## config.mk

```make
export PLATFORM = sky130hd
export DESIGN_NAME = tl_ul_host_bridge
export DESIGN_NICKNAME = d
export VERILOG_FILES = /design/src/rtl/tl_ul_pkg.sv /design/src/rtl/tl_ul_host_bridge_tl_source_table.sv /design/src/rtl/tl_ul_host_bridge.sv
export SDC_FILE = /design/constraint.sdc
export NUM_CORES = 1
export LEC_CHECK = 0
export CORE_MARGIN = 5
export CORE_UTILIZATION = 49
export DETAILED_ROUTE_END_ITERATION = 12
export GPL_TIMING_DRIVEN = 0
export PLACE_DENSITY_LB_ADDON = 0.08
export SKIP_LAST_GASP = 1
export SYNTH_ARGS = -nofsm -noshare
export SYNTH_HDL_FRONTEND = slang
export SYNTH_SLANG_ARGS = --single-unit
```

## constraint.sdc

```tcl
create_clock -name tlh_clock_i -period 2.8 [get_ports tlh_clock_i]
set_input_delay 0.28 -clock tlh_clock_i [delete_from_list [all_inputs] [get_ports tlh_clock_i]]
set_output_delay 0.28 -clock tlh_clock_i [all_outputs]
set_load 0.05 [all_outputs]
```

## src/rtl/tl_ul_pkg.sv

```systemverilog
// Shared TileLink-UL definitions for the host bridge: opcodes, word size and
// the per-source bookkeeping record kept by the source table.
package tl_ul_pkg;

  typedef enum logic [2:0] {
    A_PUT_FULL_DATA    = 3'd0,
    A_PUT_PARTIAL_DATA = 3'd1,
    A_GET              = 3'd4
  } a_opcode_e;

  typedef enum logic [2:0] {
    D_ACCESS_ACK      = 3'd0,
    D_ACCESS_ACK_DATA = 3'd1
  } d_opcode_e;

  localparam int TL_WORD_SIZE = 2;

  typedef struct packed {
    logic        busy;
    logic        done;
    logic        expect_data;
    logic        error;
    logic [31:0] data;
  } slot_t;

  // A full-word write is the only one that may use PutFullData.
  function automatic a_opcode_e a_opcode_for(input logic write, input logic [3:0] mask);
    if (!write)           return A_GET;
    else if (mask == 4'hF) return A_PUT_FULL_DATA;
    else                  return A_PUT_PARTIAL_DATA;
  endfunction

endpackage

```

## src/rtl/tl_ul_host_bridge_tl_source_table.sv

```systemverilog
// In-flight transaction table: slots are allocated and retired in order, while
// D-channel beats may complete them in any order by source ID.
module tl_source_table
  import tl_ul_pkg::*;
#(
  parameter int TL_RS           = 4,
  parameter int MAX_OUTSTANDING = 4,
  localparam int PW             = $clog2(MAX_OUTSTANDING),
  localparam int CW             = PW + 1
) (
  input  logic             clk,
  input  logic             rst_n,
  input  logic             alloc,
  input  logic             alloc_write,
  input  logic             d_valid,
  input  logic [TL_RS-1:0] d_source,
  input  logic [2:0]       d_opcode,
  input  logic             d_fault,
  input  logic [31:0]      d_data,
  input  logic             retire,
  output logic [PW-1:0]    alloc_ptr,
  output logic [CW-1:0]    count,
  output logic             head_done,
  output logic [31:0]      head_data,
  output logic             head_error,
  output logic             unexpected
);

  slot_t         slots [MAX_OUTSTANDING];
  logic [PW-1:0] retire_ptr;
  logic [PW-1:0] d_idx;
  logic          d_in_range;
  logic          d_hit;
  d_opcode_e     d_expected;

  assign d_idx      = d_source[PW-1:0];
  assign d_in_range = {1'b0, d_source} < (TL_RS + 1)'(MAX_OUTSTANDING);
  assign d_hit      = d_valid && d_in_range && slots[d_idx].busy && !slots[d_idx].done;
  assign d_expected = slots[d_idx].expect_data ? D_ACCESS_ACK_DATA : D_ACCESS_ACK;
  assign unexpected = d_valid && !d_hit;

  assign head_done  = slots[retire_ptr].done;
  assign head_error = slots[retire_ptr].error;
  assign head_data  = slots[retire_ptr].expect_data ? slots[retire_ptr].data : 32'h0;

  always_ff @(posedge clk or negedge rst_n) begin
    if (!rst_n) begin
      // NOTE: the table is reset as a whole because busy/done must start clear
      // and a late D beat after reset has to see every slot as free.
      for (int i = 0; i < MAX_OUTSTANDING; i++) slots[i] <= '0;
      alloc_ptr  <= '0;
      retire_ptr <= '0;
      count      <= '0;
    end else begin
      // Alloc, capture and retire always target distinct slots: alloc only
      // hits a free slot, capture a busy-not-done one, retire a done one.
      if (alloc) begin
        slots[alloc_ptr] <= '{busy: 1'b1, done: 1'b0, expect_data: !alloc_write,
                              error: 1'b0, data: 32'h0};
        alloc_ptr        <= alloc_ptr + PW'(1);
      end
      if (d_hit) begin
        slots[d_idx].done  <= 1'b1;
        slots[d_idx].data  <= d_data;
        slots[d_idx].error <= d_fault || (d_opcode != d_expected);
      end
      if (retire) begin
        slots[retire_ptr].busy <= 1'b0;
        slots[retire_ptr].done <= 1'b0;
        retire_ptr             <= retire_ptr + PW'(1);
      end
      case ({alloc, retire})
        2'b10:   count <= count + CW'(1);
        2'b01:   count <= count - CW'(1);
        default: count <= count;
      endcase
    end
  end

endmodule

```

## src/rtl/tl_ul_host_bridge.sv

```systemverilog
// TL-UL host bridge: registered A-channel issue stage in front of an in-order
// response table that tolerates out-of-order D-channel completion.
module tl_ul_host_bridge
  import tl_ul_pkg::*;
#(
  parameter int TL_RS           = 4,
  parameter int TL_SZ           = 4,
  parameter int MAX_OUTSTANDING = 4
) (
  input  logic             tlh_clock_i,
  input  logic             tlh_reset_ni,
  input  logic             req_valid_i,
  output logic             req_ready_o,
  input  logic             req_write_i,
  input  logic [31:0]      req_addr_i,
  input  logic [31:0]      req_wdata_i,
  input  logic [3:0]       req_mask_i,
  output logic             resp_valid_o,
  input  logic             resp_ready_i,
  output logic [31:0]      resp_rdata_o,
  output logic             resp_error_o,
  output logic [2:0]       tl_a_opcode_o,
  output logic [2:0]       tl_a_param_o,
  output logic [TL_SZ-1:0] tl_a_size_o,
  output logic [TL_RS-1:0] tl_a_source_o,
  output logic [31:0]      tl_a_address_o,
  output logic [3:0]       tl_a_mask_o,
  output logic [31:0]      tl_a_data_o,
  output logic             tl_a_corrupt_o,
  output logic             tl_a_valid_o,
  input  logic             tl_a_ready_i,
  input  logic [2:0]       tl_d_opcode_i,
  input  logic [1:0]       tl_d_param_i,
  input  logic [TL_SZ-1:0] tl_d_size_i,
  input  logic [TL_RS-1:0] tl_d_source_i,
  input  logic             tl_d_denied_i,
  input  logic [31:0]      tl_d_data_i,
  input  logic             tl_d_corrupt_i,
  input  logic             tl_d_valid_i,
  output logic             tl_d_ready_o,
  output logic             unexpected_d_o
);

  localparam int PW = $clog2(MAX_OUTSTANDING);
  localparam int CW = PW + 1;

  logic [PW-1:0] alloc_ptr;
  logic [CW-1:0] count;
  logic          a_stage_free;
  logic          accept;
  logic          retire;
  logic          unexpected;
  logic          unused_inputs;

  assign unused_inputs = ^{tl_d_param_i, tl_d_size_i, req_addr_i[1:0]};

  assign a_stage_free = !tl_a_valid_o || tl_a_ready_i;
  assign req_ready_o  = (count < CW'(MAX_OUTSTANDING)) && a_stage_free;
  assign accept       = req_valid_i && req_ready_o;
  assign retire       = resp_valid_o && resp_ready_i;

  assign tl_a_param_o   = 3'd0;
  assign tl_a_corrupt_o = 1'b0;
  assign tl_d_ready_o   = 1'b1;

  always_ff @(posedge tlh_clock_i or negedge tlh_reset_ni) begin
    if (!tlh_reset_ni) begin
      tl_a_valid_o   <= 1'b0;
      tl_a_opcode_o  <= '0;
      tl_a_size_o    <= '0;
      tl_a_source_o  <= '0;
      tl_a_address_o <= '0;
      tl_a_mask_o    <= '0;
      tl_a_data_o    <= '0;
      unexpected_d_o <= 1'b0;
    end else begin
      // NOTE: non-blocking assignments here so every register samples the
      // pre-edge values; accept itself already depends on tl_a_valid_o.
      if (accept) begin
        tl_a_valid_o   <= 1'b1;
        tl_a_opcode_o  <= a_opcode_for(req_write_i, req_mask_i);
        tl_a_size_o    <= TL_SZ'(TL_WORD_SIZE);
        tl_a_source_o  <= TL_RS'(alloc_ptr);
        tl_a_address_o <= {req_addr_i[31:2], 2'b00};
        tl_a_mask_o    <= req_write_i ? req_mask_i : 4'hF;
        tl_a_data_o    <= req_write_i ? req_wdata_i : 32'h0;
      end else if (tl_a_ready_i) begin
        tl_a_valid_o   <= 1'b0;
      end
      if (unexpected) unexpected_d_o <= 1'b1;
    end
  end

  tl_source_table #(
    .TL_RS           (TL_RS),
    .MAX_OUTSTANDING (MAX_OUTSTANDING)
  ) u_source_table (
    .clk         (tlh_clock_i),
    .rst_n       (tlh_reset_ni),
    .alloc       (accept),
    .alloc_write (req_write_i),
    .d_valid     (tl_d_valid_i),
    .d_source    (tl_d_source_i),
    .d_opcode    (tl_d_opcode_i),
    .d_fault     (tl_d_denied_i || tl_d_corrupt_i),
    .d_data      (tl_d_data_i),
    .retire      (retire),
    .alloc_ptr   (alloc_ptr),
    .count       (count),
    .head_done   (resp_valid_o),
    .head_data   (resp_rdata_o),
    .head_error  (resp_error_o),
    .unexpected  (unexpected)
  );

endmodule

```

Yosys cells after proc, flatten, opt, wreduce, memory -nomap -nowiden
Index checks and enable logic that the tools add are counted.
{"block": "totals", "reg_bits": 225, "in_bits": 122, "out_inout_bits": 121, "word_cells": 105}
{"block": "classes", "add_sub_neg": 4, "order_cmp": 8, "eq_ne": 4, "muxes": 36, "bitwise_logic": 3, "n_reduce_logical": 19}
{"cell": "$bwmux 144", "count": 6}
{"cell": "$demux 36 s2", "count": 6}
{"cell": "$mux 144", "count": 3}
{"cell": "$bmux 36 s2", "count": 2}
{"cell": "$mux 36", "count": 4}
{"cell": "$mux 35", "count": 4}
{"cell": "$mux 32", "count": 3}
{"cell": "$mux 33", "count": 1}
{"cell": "$logic_and 1x1->1", "count": 10}
{"cell": "$ge 3x3->1 const B", "count": 3}
{"cell": "$lt 3x1->1 const B", "count": 3}
{"cell": "$not 2->3", "count": 3}
{"cell": "$pmux 3 s2", "count": 1}
{"cell": "$add 2x1->2 const B", "count": 2}
{"cell": "$eq 4x4->1 const B", "count": 1}
{"cell": "$logic_not 1->1", "count": 4}
{"cell": "$lt 4x3->1 const B", "count": 1}
{"cell": "$mux 1", "count": 4}
{"cell": "$mux 4", "count": 1}
{"cell": "$reduce_bool 2->1", "count": 2}
{"cell": "$add 3x1->3 const B", "count": 1}
{"cell": "$logic_or 1x1->1", "count": 3}
{"cell": "$lt 3x3->1 const B", "count": 1}
{"cell": "$mux 3", "count": 1}
{"cell": "4 further kinds", "count": 4}

Depth between registers and ports, before layout
Gate-level depths: netlist (run 1).
{"block": "depth", "word_depth": 14, "ltp_mapped": 11, "ltp_nobuf": 9}

By module
A second synthesis (run 1) with hierarchy kept.
{"block": "unflattened", "cells_unflattened": 965, "area_unflattened_um2": 10485.1}
{"mod": "tl_source_table", "instances": 1, "cells_each": 715, "area_each_um2": 7203.2, "seq_area_each_um2": 3778.6}
{"mod": "tl_ul_host_bridge", "instances": 1, "cells_each": 250, "area_each_um2": 3281.9, "seq_area_each_um2": 1826.8}

Worst setup path before layout (run 1)
No wires, ideal clock.
{"block": "synth_timing", "path_kind": "reg-to-reg", "from": "register tl_a_valid_o", "to": "register u_source_table.count[2]", "setup_time_ns": 0.079, "arrival_time_ns": 2.588, "t_required_ns": 2.721, "setup_slack_ns": 0.133, "stages_incl_launch_ff": 12, "n_path_buf": 2, "period_less_slack_ns": 2.667, "path_cell_list": "dfrtp_1 -> nand2b_1 -> and2_1 -> buf_2 -> inv_2 -> clkbuf_1 -> ha_1 -> inv_1 -> fa_1 -> xor2_1 -> nor2_1 -> xor2_1"}
{"block": "synth_between", "elab_chain_cells": 6, "elab_cells_between_ends": 8, "classes_between": "eq/ne (2); mux (1); reduce/logical (5)"}
{"element": "from (decl)", "line_no": "tl_ul_host_bridge.sv:30", "rtl": "output logic tl_a_valid_o,"}
{"element": "from (signal assigned)", "line_no": "tl_ul_host_bridge.sv:68", "rtl": "tl_a_valid_o <= 1'b0;"}
{"element": "from (signal assigned)", "line_no": "tl_ul_host_bridge.sv:80", "rtl": "tl_a_valid_o <= 1'b1;"}
{"element": "from (signal assigned)", "line_no": "tl_ul_host_bridge.sv:88", "rtl": "tl_a_valid_o <= 1'b0;"}
{"element": "$logic_not 1->1 *", "line_no": "tl_ul_host_bridge.sv:57", "rtl": "assign a_stage_free = !tl_a_valid_o || tl_a_ready_i;"}
{"element": "$logic_or 1x1->1 *", "line_no": "tl_ul_host_bridge.sv:57"}
{"element": "$logic_and 1x1->1 *", "line_no": "tl_ul_host_bridge.sv:58", "rtl": "assign req_ready_o = (count < CW'(MAX_OUTSTANDING)) && a_stage_free;"}
{"element": "$logic_and 1x1->1 *", "line_no": "tl_ul_host_bridge.sv:59", "rtl": "assign accept = req_valid_i && req_ready_o;"}
{"element": "$eq 2x1->1 or $eq 2x2->1 (tied branches)", "line_no": "tl_ul_host_bridge_tl_source_table.sv:72", "rtl": "case ({alloc, retire})"}
{"element": "$pmux 3 s2 or $reduce_bool 2->1 (tied branches)"}
{"element": "to (signal assigned)", "line_no": "tl_ul_host_bridge_tl_source_table.sv:73", "rtl": "2'b10: count <= count + CW'(1);"}
{"element": "to (signal assigned)", "line_no": "tl_ul_host_bridge_tl_source_table.sv:74", "rtl": "2'b01: count <= count - CW'(1);"}
{"element": "to (signal assigned)", "line_no": "tl_ul_host_bridge_tl_source_table.sv:75", "rtl": "default: count <= count;"}
{"element": "to (decl)", "line_no": "tl_ul_host_bridge_tl_source_table.sv:22", "rtl": "output logic [CW-1:0] count,"}
Mark *: on every way between the ends. The rest lies on a longest branch, timed or not.
A chain may end at the register's enable or synchronous reset.

Final worst setup path (run 1)
{"block": "layout_timing", "from": "register u_source_table.retire_ptr[1]", "to": "output resp_rdata_o[14]"}
{"block": "layout_between", "elab_chain_cells": 5}
{"element": "from (decl)", "line_no": "tl_ul_host_bridge_tl_source_table.sv:30", "rtl": "logic [PW-1:0] retire_ptr;"}
{"element": "from (signal assigned)", "line_no": "tl_ul_host_bridge_tl_source_table.sv:70", "rtl": "retire_ptr <= retire_ptr + PW'(1);"}
{"element": "$not 2->3 (implied by the code)", "line_no": "tl_ul_host_bridge_tl_source_table.sv:44", "rtl": "assign head_data = slots[retire_ptr].expect_data ? slots[retire_ptr].data : 32'h0;"}
{"element": "$bmux 36 s2", "line_no": "tl_ul_host_bridge_tl_source_table.sv:44"}
{"element": "$mux 35 (implied by the code) (2 in a row)", "line_no": "tl_ul_host_bridge_tl_source_table.sv:44"}
{"element": "$mux 32", "line_no": "tl_ul_host_bridge_tl_source_table.sv:44"}
{"element": "to (decl)", "line_no": "tl_ul_host_bridge.sv:20", "rtl": "output logic [31:0] resp_rdata_o,"}
No other way between the ends. The select of a mux whose other input is x is not followed.

==> results of run 1 <==
critical path: cells and delay by family (launching register included):
| kind | cells | cell delay (ps) |
|---|---|---|
| AOI/OAI and AO/OA | 1 | 240 |
| and+or+nand+nor | 1 | 70 |
| buffers and inverters | 3 | 860 |
| muxes | 1 | 380 |
| DFF | 1 | 380 |
state kept, by name, indices dropped and copies added, names as in the netlist, named ones only:
register	count
tl_a_address_o	30
tl_a_opcode_o	2
tl_a_mask_o	4
u_source_table.count	3
u_source_table.retire_ptr	2
u_source_table.alloc_ptr	2
unexpected_d_o	1
tl_a_valid_o	1
u_source_table.slots	140
tl_a_size_o	1
tl_a_source_o	2
tl_a_data_o	32
stage by stage:
stage	hold slack [ps]	power, mW	std cells	util (%)	setup TNS (ps)
finish	175	16.2	1341	67.5	0
global route	191	17.0	1341	67.5	-0.283
CTS	172	16.3	1342	67.6	-238
detailed placement	405	12.9	1296	63.0	-23950
global placement	444	12.8	1295	62.8	-1851780
floorplan	-15.6	10.4	810	-	0
layer usage:
| metal | up-vias | GRT usage, % |
|---|---|---|
| met4 | 0 | 5.63 |
| met2 | 273 | 38.0 |
| met3 | 45 | 6.63 |
| met5 | - | 0 |
| met1 | 3609 | 30.0 |
| li1 | 3327 | - |
power by group through the flow:
stage / clock, mW / sequential (mW) / combinational [mW]
global placement: 0 / 5.38 / 7.46
CTS: 3.33 / 5.39 / 7.61
detailed placement: 0 / 5.40 / 7.55
floorplan: 0 / 6.97 / 3.43
global route: 3.46 / 5.56 / 8.00
finish: 3.25 / 5.40 / 7.52
logic make-up after synthesis:
logic type               after synthesis  synth area share [%]
XOR/XNOR                               6                 0.549
flip-flops                           224                  58.5
adder cells (fa/ha/maj)               10                  1.39
AO/OA/AOI/OAI                        175                  14.5
other                                  2                0.0784
multiplexers                          38                  8.56
buffers and inverters                 85                  4.14
AND/OR/NAND/NOR                      259                  12.2
cell usage after synthesis, types with 2 or more instances:
cell type | number | area (um^2)
nor2b_1 | 34 | 213
a21oi_1 | 18 | 90.1
clkbuf_1 | 31 | 116
buf_2 | 23 | 115
conb_1 | 2 | 7.51
a31oi_1 | 4 | 25.0
a21oi_2 | 2 | 17.5
xor2_1 | 3 | 26.3
nand2b_1 | 3 | 18.8
nand3_1 | 36 | 180
nor3_4 | 2 | 32.5
mux4_2 | 35 | 788
a22o_1 | 128 | 1120
dfrtp_1 | 224 | 5610
xnor2_1 | 3 | 26.3
and4_1 | 2 | 17.5
nor2_1 | 6 | 22.5
buf_4 | 13 | 97.6
ha_1 | 9 | 113
inv_1 | 12 | 45.0
buf_1 | 5 | 18.8
o21ai_0 | 18 | 90.1
and2_1 | 2 | 12.5
nand2_1 | 170 | 638
mux2i_1 | 2 | 20.0
worst max-delay path by stage:
stage / from / endpoint
6_report: u_source_table.retire_ptr[1] / resp_rdata_o[14]
5_1_grt: u_source_table.retire_ptr[1] / resp_rdata_o[17]
4_1_cts: u_source_table.retire_ptr[1] / resp_rdata_o[2]
3_5_place_dp: u_source_table.retire_ptr[1] / resp_rdata_o[2]
3_3_place_gp: tlh_reset_ni / tl_a_data_o[11]
2_1_floorplan: tl_a_valid_o / u_source_table.count[2]
layout by cell type, fill, tap and decap left out, types with 13 or more instances in the layout:
cell             Yosys  final
clkdlybuf4s50_1      0    186
o21ai_0             18     17
a21oi_1             18     18
nand2_1            170    170
buf_4               13     15
buf_2               23     19
nand3_1             36     36
a22o_1             128    128
conb_1               2     13
nor2b_1             34     34
clkbuf_16            0     25
mux4_2              35     35
clkdlybuf4s15_2      0     22
clkbuf_1            31     27
dfrtp_1            224    224
final cells by class:
| class | instances | area [um^2] | share of cell area (%) |
|---|---|---|---|
| sequential | 224 | 5610 | 43.0 |
| multi-input combinational | 501 | 3620 | 27.8 |
| timing repair buffer | 222 | 2230 | 17.1 |
| clock inverter | 11 | 113 | 0.863 |
| buffer | 71 | 384 | 2.94 |
| inverter | 13 | 48.8 | 0.374 |
| clock buffer | 34 | 709 | 5.44 |
| tap | 265 | 332 | 2.54 |
timing repair:
action	CTS	global route
hold endpoints to repair	107	0
endpoints found under the setup margin	35	12
gates resized for setup	98	17
buffers inserted	0	0
hold buffers	1	0
==> metrics.txt, run 1 <==
status finished clean; mapped cell area roughly 0.0096 mm^2; most frequent CP cell clkbuf_4; row cnt just over 50; #FFs+latches synth between 200 and 250; Routability Congestion just under 0.8; Worst EP required 2520 ps; worst reg2reg setup slack 190 ps; dpl hpwl between 15000 and 20000 um; Nets 1190; unrepaired setup endpoints after global routing true; initial antenna violation count 0; DR vias between 7000 and 8000; critical path fanouts, max 10; peak supply drop a little under 700 uV; Starting Density between 40% and 50%; Power Dens Cells 1240 mW/mm^2; setup slack after placement -875 ps; clock slew at reported path FFs 60 ps; Area Growth Syn to Fin 36.3%; Comb pwr share roughly 47%; Register-to-Register Path Depth 10; vias in the first global route roughly 7600; Routed WL ~26000 um; cts bufs inserted 25; Die H 150 um; Antenna Cells 0; clock sinks around 220; max-cap violation count 0; clock share of power between 20% and 30%; final worst path period share ~100%; htree depth 1; Max clock buf depth 3; clk_skew ~13 ps; final worst slack slightly below 80 ps; drt via density roughly 5.4; Final setup violation count 0; min Tclk post-route between 2000 and 3000 ps; instance area at placement 0.0122 mm^2; P_int 9.48 mW; GRT Residual Overflow 0; HP Class primary input to register; hold wc startpoint req_write_i; Crit Path Category register to output pin; Clock Latency Late Sink roughly 520 ps; Core ar. between 0.015 and 0.02 mm^2; routed len/inst roughly 19 um; RR Startpoint u_source_table.retire_ptr[0]; pin count of the biggest net entering global routing 118; highest routed layer met4; Max Slew Vio Count 0; GR Util All Layers a little under a quarter; Iter 0 DRT Violations ~350; Achievable Freq 367 MHz; CP arrival ~2400 ps; full die area between 0.02 and 0.025 mm^2; Async S/R FF share, synth between 90% and 100%; met3 wire len between 2000 and 2500 um; CP Capture Type output pin; worst rel slew slack a little over two fifths; sequential area share after synthesis 58.5%; Critical R2R Capture u_source_table.count[2]; FILL cells approximately 1500; Routed Antenna Nets 0; Net Sw Power 6.69 mW; number of synthesized flops with an enable pin 0; critical path's slowest cell dfrtp_1; Met2 Wirelength 12300 um; CP startpoint kind register; width of the chip roughly 150 um; crit-path cells clkbuf_4 > mux2_2 > o21ai_4 > clkbuf_4 > nor2b_1 > clkdlybuf4s15_2; Sw Share 41.4%; num ports about 240; first-pass GRT wire length ~41000 um; CTS root buffer clkbuf_16; WHS Path Cells 2; max incr delay on CP 380 ps; sequential power share around 33%; drt pass-1 iters 4; M1 WL between 10000 and 15000 um; design area approximately 0.013 mm^2; Remaining DRCs 0; Avg Inst Size Synth around 12 um^2; share of cells above drive strength 1 about 15%; Leak Pwr 6.12 nW; YS warnings 0; TritonCTS clock tree done; # port buffers 220; Final Hold Viols 0; Worst Tran Pin Value around 840 ps; Cells after Synth ~800; Netlist cell types 37; Primary FF master, synth dfrtp_1
(Power assumes the default switching activity.)
==> run 2, diff against run 1 <==
--- a/config.mk
+++ b/config.mk
@@ -8,6 +8,7 @@
 export CORE_MARGIN = 5
 export CORE_UTILIZATION = 49
 export DETAILED_ROUTE_END_ITERATION = 12
+export GPL_ROUTABILITY_DRIVEN = 0
 export GPL_TIMING_DRIVEN = 0
 export PLACE_DENSITY_LB_ADDON = 0.08
 export SKIP_LAST_GASP = 1
==> results of run 2 <==
The final DEF is identical to that of run 1; final timing and power are the same.
==> run 3, diff against run 2 <==
==> constraint.sdc (replaced) <==
create_clock -name tlh_clock_i -period 3 [get_ports tlh_clock_i]
set_input_delay 0.3 -clock tlh_clock_i [delete_from_list [all_inputs] [get_ports tlh_clock_i]]
set_output_delay 0.3 -clock tlh_clock_i [all_outputs]
set_load 0.05 [all_outputs]
==> run 3 against run 2 <==
Combinational power down 7.6%. Die area unchanged. Critical path type unchanged. Non-clock buffer count up 1. Sequential cell count unchanged. Routed wire length down 0.30%. Clock-buffer cell count unchanged. Highest routed layer unchanged.
==> metrics.txt, run 3 (synthesis gave the netlist of run 1 again) <==
placed insts roughly 1300; drt via density 5.36; Area Growth Syn to Fin 35.9%; CP startpoint kind register; leading cell type in the layout, fill and taps excluded dfrtp_1; Nets 1191; setup slack after placement -695 ps; full die area between 0.02 and 0.025 mm^2; cts bufs inserted 25; most frequent cells in the layout dfrtp_1, clkdlybuf4s50_1, nand2_1, a22o_1, nand3_1; Leak Pwr ~6.3 nW; share of cells above drive strength 1 about 12%; initial antenna violation count 0; Top reg by flops u_source_table.slots; CP arrival ~2600 ps; peak supply drop around 640 uV; Largest regs u_source_table.slots (140), tl_a_data_o (32), tl_a_address_o (30); worst rel slew slack 44.1%; Crit Path Category register to output pin; critical path fanouts, max 10; final cell count without fillers roughly 1300; # port buffers 220; clk_skew approximately 11 ps; setup TNS 0 ps; dpl hpwl about 17000 um; Worst EP required 2700 ps; drt pass-1 iters 5; final worst path period share about 96%; Power Dens Cells 1150 mW/mm^2; final worst slack 123 ps; Post-CTS Setup Inserts 0; width of the chip 150 um; Clock Latency Late Sink between 500 and 600 ps; Die H ~150 um; Max Slew Vio Count 0; CTS root buffer clkbuf_16; hold wc startpoint req_write_i; Iter 0 DRT Violations just over 400; GR Util All Layers between 20% and 30%; clock slew at reported path FFs 60 ps; final core occ ~67%; min Tclk post-route approximately 2900 ps; CP startpoint u_source_table.retire_ptr[1]; Antenna Cells 0; row cnt 51; CP Capture Type output pin; first-pass GRT wire length between 40000 and 50000 um; RR Startpoint u_source_table.retire_ptr[0]; clock sinks around 220; status finished clean; htree depth 1; GRT Residual Overflow 0; Worst Tran Pin Value 839 ps; Final Hold Viols 0; TritonCTS clock tree done; Remaining DRCs 0; num ports approximately 240; max-cap violation count 0; Max clock buf depth 3; Routed WL about 26000 um; Starting Density between 40% and 50%; Final setup violation count 0; pin count of the biggest net entering global routing between 100 and 150; unrepaired setup endpoints after global routing true; Core ar. ~0.019 mm^2; HP Class primary input to register; Design Power 15.0 mW; vias in the first global route roughly 7600; routed len/inst about 19 um; Routed Antenna Nets 0; max FFs per register 140; Achievable Freq ~350 MHz; FILL cells roughly 1500; DR vias 7189
[run 3: through the flow]
stage / instance area, um^2 / hold slack, ps
floorplan: 9620 / 4.41
global placement: 12100 / 444
detailed placement: 12200 / 425
CTS: 13000 / 192
global route: 13000 / 211
finish: 13000 / 202
[run 3: final timing paths]
path	to	slack (ps)	cells past startpoint
min in group asynchronous	u_source_table.slots[43]	420	2
max	resp_rdata_o[14]	120	6
min reg2reg	unexpected_d_o	460	1
max in group asynchronous	tl_a_data_o[12]	1540	3
min	register	200	2
max reg2reg	u_source_table.count[2]	360	10
[run 3: repair_timing]
item / CTS / global route
hold buffers: 1 / 0
resized for setup: 45 / 9
endpoints found under the hold margin: 107 / 0
setup endpoints to repair: 33 / 30
[run 3: power breakdown]
| part | switching, mW | leakage [nW] | internal, mW | total, mW |
|---|---|---|---|---|
| sequential | 0.729 | 2.93 | 4.31 | 5.04 |
| clock | 1.21 | 0.413 | 1.83 | 3.03 |
| combinational | 4.28 | 2.92 | 2.66 | 6.95 |
[run 3: final cells by class]
cell class	instances	area, um^2	area share (%)
Multi-Input combinational cell	501	3620	27.9
Tap cell	265	332	2.55
Inverter	13	48.8	0.375
Clock inverter	11	113	0.865
Clock buffer	34	709	5.45
Sequential cell	224	5610	43.1
Buffer	72	373	2.87
Timing Repair Buffer	222	2210	17.0
[run 3: worst max-delay path, stage by stage, from the launching register on]
cell	delay, ps
dfrtp_1	370
buf_2	280
mux2_2	390
o21ai_4	240
buf_2	280
nor2b_1	80
dlygate4sd2_1	430
[run 3: routing by layer]
| metal | routed length (um) | up-vias | GRT usage, % |
|---|---|---|---|
| li1 | - | 3326 | - |
| met1 | 10400 | 3563 | 29.9 |
| met2 | 12300 | 261 | 38.0 |
| met3 | 2340 | 39 | 6.69 |
| met4 | 486 | 0 | 5.54 |
| met5 | 0 | - | 0 |
